==> src/rtl/instr_fetch_buf_pkg.sv <==
// Shared types and constants for the instruction fetch buffer.
package instr_fetch_buf_pkg;

    localparam int IFB_WIDTH = 32;

    // RISC-V canonical NOP (addi x0, x0, 0)
    localparam logic [31:0] NOP_INSTR = 32'h0000_0013;

    typedef struct packed {
        logic [IFB_WIDTH-1:0] instr;
        logic [IFB_WIDTH-1:0] pc;
        logic                 misalign;
    } fetch_entry_t;

    typedef enum logic {
        ST_RUN   = 1'b0,
        ST_STALL = 1'b1
    } fetch_state_e;

endpackage

==> src/rtl/instr_fetch_buf_if.sv <==
// Fetch buffer signal bundle: pc register side, imem side and decode side.
// master = fetch buffer, slave = surrounding pipeline / memory.
interface instr_fetch_buf_if
    import instr_fetch_buf_pkg::*;
#(
    parameter int WIDTH = IFB_WIDTH
);
    logic [WIDTH-1:0] pc_i;
    logic             pc_adv;
    logic             flush;
    logic             imem_req;
    logic [WIDTH-1:0] imem_addr;
    logic             imem_ack;
    logic             imem_rvalid;
    logic [WIDTH-1:0] imem_rdata;
    logic             instr_valid;
    logic             instr_ready;
    logic [WIDTH-1:0] instr;
    logic [WIDTH-1:0] instr_pc;
    logic             instr_misalign;

    modport master (
        input  pc_i, flush, imem_ack, imem_rvalid, imem_rdata, instr_ready,
        output pc_adv, imem_req, imem_addr, instr_valid, instr, instr_pc, instr_misalign
    );

    modport slave (
        output pc_i, flush, imem_ack, imem_rvalid, imem_rdata, instr_ready,
        input  pc_adv, imem_req, imem_addr, instr_valid, instr, instr_pc, instr_misalign
    );

endinterface

==> src/rtl/instr_fetch_buf_sync_fifo.sv <==
// Small synchronous FIFO with synchronous clear. Head data reads 0 when empty.
// Pointers wrap at DEPTH, so DEPTH need not be a power of two.
module sync_fifo #(
    parameter int W     = 8,
    parameter int DEPTH = 2
) (
    input  logic                       clk,
    input  logic                       rst,
    input  logic                       clear,
    input  logic                       push,
    input  logic [W-1:0]               din,
    input  logic                       pop,
    output logic [W-1:0]               dout,
    output logic [$clog2(DEPTH):0]     count
);
    localparam int AW = (DEPTH > 1) ? $clog2(DEPTH) : 1;
    localparam int CW = $clog2(DEPTH) + 1;

    logic [W-1:0]  mem [DEPTH];
    logic [AW-1:0] wr_ptr;
    logic [AW-1:0] rd_ptr;
    logic          empty;
    logic          full;
    logic          do_push;
    logic          do_pop;

    function automatic logic [AW-1:0] ptr_inc(input logic [AW-1:0] p);
        return (p == AW'(DEPTH - 1)) ? '0 : p + AW'(1);
    endfunction

    assign empty   = (count == '0);
    assign full    = (count == CW'(DEPTH));
    assign do_pop  = pop && !empty;
    assign do_push = push && (!full || do_pop);
    assign dout    = empty ? '0 : mem[rd_ptr];

    // pointer and occupancy bookkeeping
    always_ff @(posedge clk or negedge rst) begin
        if (!rst) begin
            wr_ptr <= '0;
            rd_ptr <= '0;
            count  <= '0;
        end else if (clear) begin
            wr_ptr <= '0;
            rd_ptr <= '0;
            count  <= '0;
        end else begin
            if (do_push) wr_ptr <= ptr_inc(wr_ptr);
            if (do_pop)  rd_ptr <= ptr_inc(rd_ptr);
            count <= count + CW'(do_push) - CW'(do_pop);
        end
    end

    // storage write; contents are don't-care until pushed
    always_ff @(posedge clk) begin
        if (do_push && !clear) mem[wr_ptr] <= din;
    end

endmodule

==> src/rtl/instr_fetch_buf.sv <==
// Instruction fetch buffer: issues in-order imem reads from pc_i under a
// credit rule, pairs returned data with its pc and queues it toward decode.
// A flush clears the buffer and drops every response still in flight.
// Optional build macro FETCH_MISALIGN_CHK_EN: a misaligned pc produces a NOP
// entry flagged instr_misalign instead of a memory request, then stalls
// fetch until the next flush.
//
// state    | meaning
// ST_RUN   | fetching normally under the credit rule
// ST_STALL | misaligned pc was seen; no requests until flush
module instr_fetch_buf
    import instr_fetch_buf_pkg::*;
#(
    parameter int WIDTH   = IFB_WIDTH,
    parameter int DEPTH   = 2,
    parameter int MAX_OUT = 2
) (
    input logic                clk,
    input logic                rst,
    instr_fetch_buf_if.master  bus
);
    localparam int CW = $clog2(DEPTH) + 1;
    localparam int OW = $clog2(MAX_OUT) + 1;

    typedef struct packed {
        logic [WIDTH-1:0] instr;
        logic [WIDTH-1:0] pc;
        logic             misalign;
    } entry_t;

    typedef struct packed {
        logic [WIDTH-1:0] pc;
        logic             misalign;
    } flight_t;

    fetch_state_e  state;
    fetch_state_e  state_nxt;
    logic [OW-1:0] outstanding;
    logic [OW-1:0] out_nxt;
    logic [OW-1:0] discard;
    logic [OW-1:0] disc_nxt;
    logic [CW-1:0] fifo_count;
    logic [OW-1:0] q_count;
    logic [15:0]   occ;

    logic    credit;
    logic    mis_pc;
    logic    mis_take;
    logic    issue;
    logic    resp_any;
    logic    resp_take;
    logic    head_mis;
    logic    q_push;
    logic    q_pop;
    logic    f_push;
    logic    f_pop;
    flight_t q_din;
    flight_t q_dout;
    entry_t  f_din;
    entry_t  f_dout;

`ifdef FETCH_MISALIGN_CHK_EN
    assign mis_pc = (bus.pc_i[1:0] != 2'b00);
`else
    assign mis_pc = 1'b0;
`endif

    // Credits count outstanding requests (including ones to be discarded)
    // plus buffered entries, so the FIFO can never overflow. Gated by rst so
    // the request drops immediately on an asynchronous reset.
    assign occ       = 16'(outstanding) + 16'(fifo_count);
    assign credit    = rst && !bus.flush && (state == ST_RUN)
                       && (occ < 16'(DEPTH)) && (outstanding < OW'(MAX_OUT));
    assign mis_take  = credit && mis_pc;
    assign issue     = bus.imem_req && bus.imem_ack;

    assign bus.imem_req  = credit && !mis_pc;
    assign bus.imem_addr = bus.pc_i;
    assign bus.pc_adv    = issue;

    // Responses of pre-flush requests are dropped without touching the
    // in-flight queue: it was cleared by the flush and now holds only
    // post-flush requests.
    assign resp_any  = bus.imem_rvalid && (outstanding != '0);
    assign resp_take = bus.imem_rvalid && (discard == '0);
    assign head_mis  = (q_count != '0) && q_dout.misalign;

    assign q_push = issue || mis_take;
    assign q_din  = {bus.pc_i, mis_take};
    assign q_pop  = resp_take || head_mis;

    assign f_push = !bus.flush && (resp_take || head_mis);
    assign f_din  = resp_take ? {bus.imem_rdata, q_dout.pc, 1'b0}
                              : {WIDTH'(NOP_INSTR), q_dout.pc, 1'b1};
    assign f_pop  = bus.instr_valid && bus.instr_ready;

    assign bus.instr_valid = (fifo_count != '0);
    assign bus.instr          = f_dout.instr;
    assign bus.instr_pc       = f_dout.pc;
    assign bus.instr_misalign = f_dout.misalign;

    sync_fifo #(.W($bits(flight_t)), .DEPTH(MAX_OUT)) u_flight_q (
        .clk   (clk),
        .rst   (rst),
        .clear (bus.flush),
        .push  (q_push),
        .din   (q_din),
        .pop   (q_pop),
        .dout  (q_dout),
        .count (q_count)
    );

    sync_fifo #(.W($bits(entry_t)), .DEPTH(DEPTH)) u_instr_q (
        .clk   (clk),
        .rst   (rst),
        .clear (bus.flush),
        .push  (f_push),
        .din   (f_din),
        .pop   (f_pop),
        .dout  (f_dout),
        .count (fifo_count)
    );

    // next state plus outstanding/discard bookkeeping
    always_comb begin
        state_nxt = state;
        out_nxt   = outstanding;
        disc_nxt  = discard;
        if (bus.flush) begin
            state_nxt = ST_RUN;
            out_nxt   = outstanding - OW'(resp_any);
            disc_nxt  = outstanding - OW'(resp_any);
        end else begin
            if (mis_take) state_nxt = ST_STALL;
            out_nxt = outstanding + OW'(issue) - OW'(resp_any);
            if (bus.imem_rvalid && (discard != '0)) disc_nxt = discard - OW'(1);
        end
    end

    // state register
    always_ff @(posedge clk or negedge rst) begin
        if (!rst) begin
            state       <= ST_RUN;
            outstanding <= '0;
            discard     <= '0;
        end else begin
            state       <= state_nxt;
            outstanding <= out_nxt;
            discard     <= disc_nxt;
        end
    end

    a_rvalid_legal: assert property (@(posedge clk) disable iff (!rst)
        bus.imem_rvalid |-> (outstanding != '0));
    a_fifo_no_ovf: assert property (@(posedge clk) disable iff (!rst)
        (f_push && !bus.flush) |-> ((fifo_count < CW'(DEPTH)) || f_pop));
    a_queue_no_ovf: assert property (@(posedge clk) disable iff (!rst)
        (q_push && !bus.flush) |-> ((q_count < OW'(MAX_OUT)) || q_pop));

endmodule
==> src/flat_wrapper.sv <==
// flat-port wrapper written by rule: the top's interface ports become plain ports
module instr_fetch_buf_flat import instr_fetch_buf_pkg::*;
#(
    parameter int WIDTH   = IFB_WIDTH,
    parameter int DEPTH   = 2,
    parameter int MAX_OUT = 2
)
  (clk, rst, bus_pc_i, bus_flush, bus_imem_ack, bus_imem_rvalid, bus_imem_rdata, bus_instr_ready, bus_pc_adv, bus_imem_req, bus_imem_addr, bus_instr_valid, bus_instr, bus_instr_pc, bus_instr_misalign);
  instr_fetch_buf_if #(.WIDTH(WIDTH)) bus_i ();
  input logic clk;
  input logic rst;
  input wire logic [$bits(bus_i.pc_i)-1:0] bus_pc_i;
  input wire logic [$bits(bus_i.flush)-1:0] bus_flush;
  input wire logic [$bits(bus_i.imem_ack)-1:0] bus_imem_ack;
  input wire logic [$bits(bus_i.imem_rvalid)-1:0] bus_imem_rvalid;
  input wire logic [$bits(bus_i.imem_rdata)-1:0] bus_imem_rdata;
  input wire logic [$bits(bus_i.instr_ready)-1:0] bus_instr_ready;
  output wire logic [$bits(bus_i.pc_adv)-1:0] bus_pc_adv;
  output wire logic [$bits(bus_i.imem_req)-1:0] bus_imem_req;
  output wire logic [$bits(bus_i.imem_addr)-1:0] bus_imem_addr;
  output wire logic [$bits(bus_i.instr_valid)-1:0] bus_instr_valid;
  output wire logic [$bits(bus_i.instr)-1:0] bus_instr;
  output wire logic [$bits(bus_i.instr_pc)-1:0] bus_instr_pc;
  output wire logic [$bits(bus_i.instr_misalign)-1:0] bus_instr_misalign;
  assign bus_i.pc_i = bus_pc_i;
  assign bus_i.flush = bus_flush;
  assign bus_i.imem_ack = bus_imem_ack;
  assign bus_i.imem_rvalid = bus_imem_rvalid;
  assign bus_i.imem_rdata = bus_imem_rdata;
  assign bus_i.instr_ready = bus_instr_ready;
  assign bus_pc_adv = bus_i.pc_adv;
  assign bus_imem_req = bus_i.imem_req;
  assign bus_imem_addr = bus_i.imem_addr;
  assign bus_instr_valid = bus_i.instr_valid;
  assign bus_instr = bus_i.instr;
  assign bus_instr_pc = bus_i.instr_pc;
  assign bus_instr_misalign = bus_i.instr_misalign;
  instr_fetch_buf #(.WIDTH(WIDTH), .DEPTH(DEPTH), .MAX_OUT(MAX_OUT)) u_core (.clk(clk), .rst(rst), .bus(bus_i));
endmodule
==> config.mk <==
export PLATFORM = sky130hd
export DESIGN_NAME = instr_fetch_buf_flat
export DESIGN_NICKNAME = d
export VERILOG_FILES = /design/src/rtl/instr_fetch_buf_pkg.sv /design/src/rtl/instr_fetch_buf_if.sv /design/src/rtl/instr_fetch_buf_sync_fifo.sv /design/src/rtl/instr_fetch_buf.sv /design/src/flat_wrapper.sv
export SDC_FILE = /design/constraint.sdc
export NUM_CORES = 1
export LEC_CHECK = 0
export ABC_AREA = 1
export ABC_CLOCK_PERIOD_IN_PS = 4500
export BUFFER_PORTS_ARGS = -buffer_cell sky130_fd_sc_hd__clkbuf_2
export CORE_UTILIZATION = 30
export CTS_CLUSTER_DIAMETER = 150
export DETAILED_ROUTE_END_ITERATION = 10
export GPL_ROUTABILITY_DRIVEN = 0
export HOLD_SLACK_MARGIN = 0.15
export SLEW_MARGIN = 10
export SYNTH_ARGS = -nofsm -noshare
export SYNTH_HDL_FRONTEND = slang
export SYNTH_SLANG_ARGS = --single-unit
==> constraint.sdc <==
create_clock -name clk -period 4.5 [get_ports clk]
set_clock_uncertainty 0.2 [all_clocks]
set_input_delay 0.9 -clock clk [delete_from_list [all_inputs] [get_ports clk]]
set_output_delay 0.9 -clock clk [all_outputs]
set_load 0.05 [all_outputs]
==> results of run 1 <==
==> cells by family (layout without fill, tap and decap cells) <==
family / after synthesis / after routing / share of synthesized area, %
buf+inv: 122 / 278 / 7.84
flops: 206 / 206 / 71.5
simple gates: 274 / 274 / 12.6
compound gates: 106 / 106 / 6.23
xor+xnor: 4 / 4 / 0.409
fa+ha+maj: 9 / 9 / 1.40
==> final timing paths <==
kind | from | endpoint | slack [ps] | cells after the start
max | rst | bus_pc_adv | 920 | 7
min | u_core.discard[1]$_DFFE_PN0P_ | u_core.discard[1]$_DFFE_PN0P_ | 340 | 2
max reg2reg | u_core.u_instr_q.count[0]$_DFF_PN0_ | u_core.u_flight_q.mem[0][14]$_DFFE_PP_ | 1410 | 9
min reg2reg | u_core.discard[1]$_DFFE_PN0P_ | u_core.discard[1]$_DFFE_PN0P_ | 340 | 2
max in group asynchronous | rst | u_core.u_instr_q.rd_ptr$_DFFE_PN0P_ | 3220 | 2
min in group asynchronous | rst | u_core.outstanding[0]$_DFF_PN0_ | 610 | 2
==> metrics by stage <==
step                      instances  cell area [um2]  power, uW
after floorplan                 721             8570       4190
after global placement         1211             9560       4740
after detailed placement       1211             9560       4760
after CTS                      1255            10300       6620
after global routing           1255            10300       6840
final                          1255            10300       6530
==> worst register-to-register path, cell delays in order (launching register included) <==
cell and delay, ps:
dfrtp_1 430, nand2_1 90, inv_1 50, fa_1 480, nor2_1 50, nand2_1 70, nor2_2 60, nand4_1 100
clkinv_1 820, buf_4 500
==> layout by cell type, fill, tap and decap left out <==
cell type / Yosys / layout
clkbuf_2: 0 / 169
nor2_1: 46 / 43
or2_0: 1 / 1
inv_2: 3 / 3
nand3b_1: 2 / 2
bufinv_16: 0 / 2
xnor2_1: 1 / 1
clkbuf_1: 1 / 7
o21ai_1: 1 / 1
a21oi_1: 100 / 100
buf_4: 33 / 9
o21ai_0: 4 / 4
nand2_1: 213 / 213
clkinv_1: 1 / 7
fa_1: 1 / 1
o21ai_2: 1 / 1
nor2_4: 0 / 5
nand3_1: 2 / 2
nand3_2: 2 / 2
inv_1: 50 / 49
dfrtp_2: 0 / 1
nand4_1: 1 / 1
edfxtp_1: 194 / 194
xor2_1: 3 / 3
clkinv_8: 0 / 1
dfrtp_1: 12 / 11
dlygate4sd3_1: 0 / 1
nor3_4: 1 / 1
ha_1: 8 / 8
clkinv_2: 0 / 4
buf_12: 0 / 2
nor2_2: 3 / 1
clkbuf_16: 0 / 24
or2_2: 3 / 3
==> per-layer routing <==
metal,share of wire [%],track usage [%],up-vias
met3,4.5,2.01,31
met2,50,22.7,160
li1,-,-,2678
met5,0,0,-
met4,2.3,3.42,0
met1,43,15.3,2584
==> power by group through the flow <==
stage | Combinational [uW] | Clock (uW) | Sequential, uW
CTS | 2370 | 1890 | 2360
finish | 2340 | 1830 | 2350
global route | 2520 | 1950 | 2370
floorplan | 1810 | 0 | 2380
detailed placement | 2370 | 0 | 2400
global placement | 2350 | 0 | 2390
==> sequential cells by signal, indices dropped and copies added (netlist names) <==
signal and cells:
u_core.u_flight_q.count 2, u_core.u_flight_q.wr_ptr 1, u_core.u_flight_q.rd_ptr 1, u_core.u_flight_q.mem 64
u_core.u_instr_q.count 2, u_core.outstanding 2, u_core.u_instr_q.mem 130, u_core.u_instr_q.wr_ptr 1
u_core.u_instr_q.rd_ptr 1, u_core.discard 2
==> final cells by class <==
cell class	instances	area share, %
inverters	54	1.97
clock buffers	31	6.08
clock inverters	12	1.12
multi-input cells	393	17.5
repair buffers	181	9.34
flip-flops and latches	206	59.4
well taps	378	4.59
==> what timing repair did <==
item / CTS / global route
endpoints found under the hold margin: 12 / 0
buffers inserted: 0 / 0
hold buffers: 1 / 0
==> flow_metrics.tcl, run 1 <==
set metrics [dict create \
    status "finished, final reports clean" \
    critPathSlowestCell "dlygate4sd3_1" \
    yosysMostFrequentCell "nand2_1" \
    relSlewSlack_pct 29.8 \
    swShare_pct 41.0 \
    ff_latch_area_um2 6130 \
    area_growth_pct 20.3 \
    grt_pass1_vias 5213 \
    die_h_um 171 \
    cp_num_buf_inv 4 \
    pre_cts_ws_ps 1110 \
    synth_edf_count 194 \
    power_density_nw_per_um2 633 \
    htreeDepth 1 \
    fill_cells 2776 \
    antenna_found_initial 0 \
    avgSynthCellArea_um2 11.9 \
    die_area_um2 29200 \
    synth_top_area_share_pct 68.0 \
    clock_path_buffers 3 \
    ys_warn_count 0 \
    power_switching_uw 2670 \
    seq_power_share_pct 36.1 \
    grtUsageTotal_pct 12.5 \
    crit_path_end_kind "output port" \
    crit_chain "dlygate4sd3_1, clkbuf_2, nand2_1, nor2_2, nand2_1, inv_1, clkbuf_2" \
    synth_cell_type_count 28 \
    crit_type "input port to output port" \
    syn_nets 800 \
    grt_pass1_wl_um 28100 \
    io_pins 170 \
    final_layout_size_suffix_gt1_share_pct 26.0 \
    p_comb_share_pct 35.8 \
    syn_area_um2 8570 \
    viasPerCell 4.35 \
    start_kind "input port" \
    clock_latency_ps 520 \
    fp.dieW_um 171 \
    arrival_ps 2480 \
    async_reset_ff_share_pct 5.83 \
    diodes 0 \
    period_share_pct 79.5 \
    fin_crit_ps 3580 \
    firstDrtPassIters 4 \
    fin_util_pct 36.9 \
    crit_family "buffers and inverters" \
    dr.first_iter.drc_count 343 \
    synth_largest_area_cell "edfxtp_1" \
    required_ps 3400 \
    setup_ws_ps 921 \
    hold_slack_ps 343 \
    num_rows 61 \
    overflow 0 \
    synthCells 721 \
    worstMarginPinSlew_ps 1050 \
    min_path_type "flip-flop to flip-flop" \
    post-route-drc-count 0 \
    fin_setup_tns_ps 0 \
    cts_buffers 24 \
    synthTopCellsByCount "nand2_1 (213), edfxtp_1 (194), a21oi_1 (100)" \
    hold_viol 0 \
    synth_area_leaders "edfxtp_1 (68%), nand2_1 (9.3%), a21oi_1 (5.8%), dfrtp_1 (3.5%), buf_4 (2.9%)" \
    vias 5453 \
    slew_viol_final 0 \
    cts_tree "built" \
    root_buffer "clkbuf_16" \
    fmax_mhz 279 \
    finalSetupViolCount 0 \
    p_leak_uw 0.00417 \
    rsz0062_at_grt "no" \
    nets 939 \
    ys.flop_type "edfxtp_1" \
    multi_input_area_um2 1810 \
    irDropWorstVdd_mv 0.375 \
    start_util_pct 30.7 \
    post_cts_resized 0 \
    routed_wl_um 18700 \
    yosysSeqAreaShare_pct 71.5 \
    ant_nets 0 \
    core_um2 27900 \
    critical_path.max_stage_delay_ps 520 \
    clock_sinks 206 \
    port_buffers 169 \
    clk_pin_slew_ps 60 \
    routedWlPerCell_um 14.9 \
    hpwl_um 11000 \
    power.internal_uw 3850 \
    maxCapViolations 0 \
    synth-seq-cells 206 \
    clockPowerShare_pct 28.1 \
    cp_max_fo 13 \
    grt_max_degree 68 \
]
No activity file was read; power rests on OpenSTA's default activity.
==> run 2, diff against run 1 <==
- ABC_CLOCK_PERIOD_IN_PS: 4500 -> 3400
- clock period: 4.5 -> 3.4 ns (I/O delays scaled with it)
==> flow_metrics.tcl, run 2 (synthesis gave the netlist of run 1 again) <==
set metrics [dict create \
    maxCapViolations 0 \
    crit_top_cell "nand2_1" \
    clock_latency_ps 520 \
    arrival_ps 2300 \
    grtUsageTotal_pct 12.8 \
    cts_buffers 24 \
    htreeDepth 1 \
    fin_crit_ps 3180 \
    finalNonFillerCells 1272 \
    cp_max_fo 4 \
    regMostFlops "u_core.u_instr_q.mem" \
    finalSetupViolCount 0 \
    fin_setup_tns_ps 0 \
    fill_cells 2769 \
    clk_pin_slew_ps 60 \
    power_switching_uw 3610 \
    io_pins 170 \
    fmax_mhz 315 \
    hold_viol 0 \
    final_common_cell "nand2_1" \
    core_um2 27900 \
    p_comb_share_pct 36.9 \
    final_cell_mix "nand2_1 (213), edfxtp_1 (194), clkbuf_2 (158)" \
    status "finished, final reports clean" \
    postLayoutCellArea_um2 10700 \
    clock_sinks 206 \
    swShare_pct 39.7 \
    irDropWorstVdd_mv 0.500 \
    fp.dieW_um 171 \
    p_leak_uw 0.00432 \
    clockPowerShare_pct 28.7 \
    placed_cell_area_um2 9750 \
    hold_slack_ps 169 \
    place_inst 1212 \
    power_density_nw_per_um2 846 \
    routed_wl_um 18600 \
    area_growth_pct 25.2 \
    start_util_pct 30.7 \
    crit_chain "nand2_1, inv_1, fa_1, nor2_1, nand2_1, nor2_2, nand2_1, inv_1, clkbuf_2" \
    relSlewSlack_pct 56.1 \
    grt_max_degree 68 \
    post-route-drc-count 0 \
    cts_setup_buffers 0 \
    port_buffers 169 \
    min_path_type "input port to flip-flop" \
    clock_path_buffers 3 \
    start_kind "flip-flop" \
    firstDrtPassIters 5 \
    root_buffer "clkbuf_16" \
    seq_power_share_pct 34.3 \
    hpwl_um 10200 \
    grt_pass1_vias 5241 \
    power.internal_uw 5470 \
    rsz0062_at_grt "no" \
    period_share_pct 93.5 \
    overflow 0 \
    ant_nets 0 \
    num_rows 61 \
    final_layout_size_suffix_gt1_share_pct 26.4 \
    crit_type "flip-flop to output port" \
    routedWlPerCell_um 14.6 \
    diodes 0 \
    die_h_um 171 \
    slew_viol_final 0 \
    nets 957 \
    required_ps 2520 \
    largest_reg_flops 130 \
    critPathSlowestCell "dfrtp_1" \
    critical_path.max_stage_delay_ps 430 \
    grt_pass1_wl_um 28500 \
    fin_util_pct 38.4 \
    worstMarginPinSlew_ps 657 \
    reg.largest.list "u_core.u_instr_q.mem (130), u_core.u_flight_q.mem (64)" \
    antenna_found_initial 0 \
    crit_path_end_kind "output port" \
    viasPerCell 4.30 \
    die_area_um2 29200 \
    dr.first_iter.drc_count 289 \
    vias 5475 \
    cts_tree "built" \
]
[run 2: path summary, 6_finish.rpt]
kind	start	to	slack (ps)	depth (start not counted)
min in group asynchronous	rst	u_core.u_flight_q.wr_ptr$_DFFE_PN0P_	390	2
max in group asynchronous	rst	u_core.u_instr_q.rd_ptr$_DFFE_PN0P_	2320	2
hold reg to reg	u_core.discard[1]$_DFFE_PN0P_	u_core.discard[1]$_DFFE_PN0P_	330	2
setup reg to reg	u_core.u_instr_q.count[0]$_DFF_PN0_	u_core.outstanding[1]$_DFF_PN0_	750	14
setup / recovery	u_core.u_instr_q.count[0]$_DFF_PN0_	bus_pc_adv	220	9
hold / removal	bus_pc_i[24]	u_core.u_flight_q.mem[0][24]$_DFFE_PP_	170	1
[run 2: routing by layer]
layer | vias up | track usage [%] | routed length, um
li1 | 2712 | - | -
met1 | 2562 | 14.8 | 7740
met2 | 177 | 23.6 | 9240
met3 | 24 | 2.52 | 1120
met4 | 0 | 3.80 | 492
met5 | - | 0 | 0
[run 2: final cells by class]
type / instances / area (um2) / area share (%)
timing repair buffer: 199 / 1320 / 12.3
multi-input combinational: 393 / 1810 / 16.8
clock buffer: 25 / 604 / 5.63
inverter: 54 / 203 / 1.89
sequential: 206 / 6130 / 57.1
tap: 378 / 473 / 4.41
clock inverter: 17 / 203 / 1.89
[run 2: power by group through the flow]
| stage | combinational, uW | clock, uW | sequential, uW |
|---|---|---|---|
| floorplan | 2400 | 0 | 3150 |
| global placement | 3380 | 0 | 3170 |
| detailed placement | 3410 | 0 | 3170 |
| CTS | 3430 | 2690 | 3120 |
| global route | 3630 | 2790 | 3140 |
| finish | 3360 | 2610 | 3120 |
[run 2: per-stage QoR]
stage	total power, uW	setup WS, ps
2_1_floorplan	5550	69.7
3_3_place_gp	6550	731
3_5_place_dp	6580	719
4_1_cts	9240	185
5_1_grt	9550	48.4
6_report	9090	221
[run 2: worst max-delay path: cells and delay by family (launching register included)]
kind	cells	cell delay, ps
AND/OR/NAND/NOR	5	550
flip-flops	1	430
adder cells (fa/ha/maj)	1	430
buffers and inverters	3	370
[run 2: repair_timing]
item | 4_1_cts | 5_1_grt
hold buffers | 18 | 0
resized for setup | 0 | 0
endpoints found under the hold margin | 45 | 0
==> run 3, diff against run 2 <==
- CORE_ASPECT_RATIO: unset -> 1.4
==> flow_metrics.tcl, run 3 (synthesis gave the netlist of run 1 again) <==
set metrics [dict create \
    min_path_type "input port to flip-flop" \
    grt_max_degree 66 \
    crit_type "input port to output port" \
    routed_wl_um 18400 \
    firstDrtPassIters 4 \
    slew_viol_final 0 \
    largest_reg_flops 130 \
    fmax_mhz 310 \
    grtUsageTotal_pct 12.5 \
    grt_pass1_vias 5279 \
    final_layout_size_suffix_gt1_share_pct 26.5 \
    critPathSlowestCell "dlygate4sd3_1" \
    cp-startpoint "rst" \
    htreeDepth 1 \
    clock_sinks 206 \
    power_density_nw_per_um2 836 \
    regMostFlops "u_core.u_instr_q.mem" \
    cts_setup_buffers 0 \
    swShare_pct 40.6 \
    hold_viol 0 \
    diodes 0 \
    fin_setup_tns_ps 0 \
    overflow 0 \
    vias 5381 \
    antenna_found_initial 0 \
    ant_nets 0 \
    rsz0062_at_grt "no" \
    die_area_um2 29300 \
    dr.first_iter.drc_count 276 \
    seq_power_share_pct 36.3 \
    critical_path.max_stage_delay_ps 550 \
    ff_latch_area_um2 6130 \
    holdCritStartpoint "bus_pc_i[22]" \
    nets 941 \
    fin_crit_ps 3230 \
    clock_path_buffers 3 \
    start_util_pct 30.8 \
    area_growth_pct 20.0 \
    viasPerCell 4.32 \
    cts_tree "built" \
    p_comb_share_pct 36.4 \
    maxCapViolations 0 \
    multi_input_area_um2 1800 \
    power_switching_uw 3490 \
    clk_pin_slew_ps 60 \
    clock_latency_ps 490 \
    relSlewSlack_pct 54.9 \
    hpwl_um 11800 \
    reg.largest.list "u_core.u_instr_q.mem (130), u_core.u_flight_q.mem (64)" \
    fill_cells 2760 \
    final_cell_mix "nand2_1 (213), edfxtp_1 (194), clkbuf_2 (169)" \
    root_buffer "clkbuf_16" \
    io_pins 170 \
    start_kind "input port" \
    hold_slack_ps 199 \
    reg2reg_slack_ps 740 \
    p_leak_uw 0.00416 \
    irDropWorstVdd_mv 0.437 \
    worstReg2RegStart "u_core.u_instr_q.count[0]$_DFF_PN0_" \
    die_h_um 202 \
    core_um2 27800 \
    power.internal_uw 5100 \
    port_buffers 169 \
    num_rows 72 \
    arrival_ps 2350 \
    period_share_pct 95.0 \
    fp.dieW_um 145 \
    cts_buffers 21 \
    final_common_cell "nand2_1" \
    finalSetupViolCount 0 \
    clockPowerShare_pct 27.3 \
    grt_pass1_wl_um 27800 \
    required_ps 2520 \
    routedWlPerCell_um 14.8 \
    post-route-drc-count 0 \
    cp_max_fo 13 \
    crit_path_end_kind "output port" \
    fin_util_pct 36.9 \
    worstMarginPinSlew_ps 676 \
    status "finished, final reports clean" \
    crit_chain "dlygate4sd3_1, clkbuf_2, nand2_1, nor2_2, nand2_1, inv_1, clkbuf_2" \
]
## run 3: cell types whose count changed in the layout (fill, tap and decap cells not counted), sizes merged
cell | before | now
dlygate4sd3 | 18 | 1
clkinv | 14 | 6
clkbuf | 183 | 193
buf | 23 | 16
inv | 52 | 53
clkinvlp | 1 | 3
## run 3: cell type report
| class | count | area share (%) |
|---|---|---|
| flip-flops and latches | 206 | 59.6 |
| multi-input cells | 393 | 17.5 |
| repair buffers | 186 | 9.61 |
| clock buffers | 24 | 5.22 |
| well taps | 370 | 4.50 |
| inverters | 54 | 1.97 |
| clock inverters | 12 | 1.59 |
## run 3: critical path, delay by kind of cell
| kind | cells | cell delay, ps |
|---|---|---|
| buffers and inverters | 4 | 1210 |
| AND/OR/NAND/NOR | 3 | 440 |
## run 3: path summary, 6_finish.rpt
kind	endpoint	cells past startpoint
worst max-delay path	bus_pc_adv	7
worst min-delay path	u_core.u_flight_q.mem[1][22]$_DFFE_PP_	1
worst max register to register	u_core.outstanding[1]$_DFF_PN0_	14
worst min register to register	u_core.discard[1]$_DFFE_PN0P_	2
max in group asynchronous	u_core.u_instr_q.rd_ptr$_DFFE_PN0P_	2
min in group asynchronous	u_core.discard[1]$_DFFE_PN0P_	2
## run 3: power groups by stage
| stage | clock, uW | combinational, uW | sequential, uW |
|---|---|---|---|
| floorplan | 0 | 2400 | 3150 |
| global placement | 0 | 3150 | 3170 |
| detailed placement | 0 | 3180 | 3180 |
| CTS | 2420 | 3190 | 3120 |
| global route | 2500 | 3410 | 3140 |
| finish | 2350 | 3130 | 3120 |
## run 3: stage by stage
step	cells	worst slack, ps	area (um2)	total power [uW]
final	1245	171	10300	8600
after CTS	1245	176	10300	8730
after global routing	1245	82.5	10300	9040
after detailed placement	1208	705	9570	6360
after global placement	1208	722	9570	6310
after floorplan	721	69.7	8580	5550
## run 3: what timing repair did
item | 4_1_cts | 5_1_grt
hold buffers | 1 | 0
gates resized for setup | 0 | 0
endpoints found under the hold margin | 12 | 0
## run 3: routing by layer
metal	vias to the layer above	global-route usage (%)	routed length (um)
met4	0	4.89	500
met5	-	0	0
met2	136	22.9	9650
li1	2673	-	-
met1	2541	14.5	7520
met3	31	1.52	767
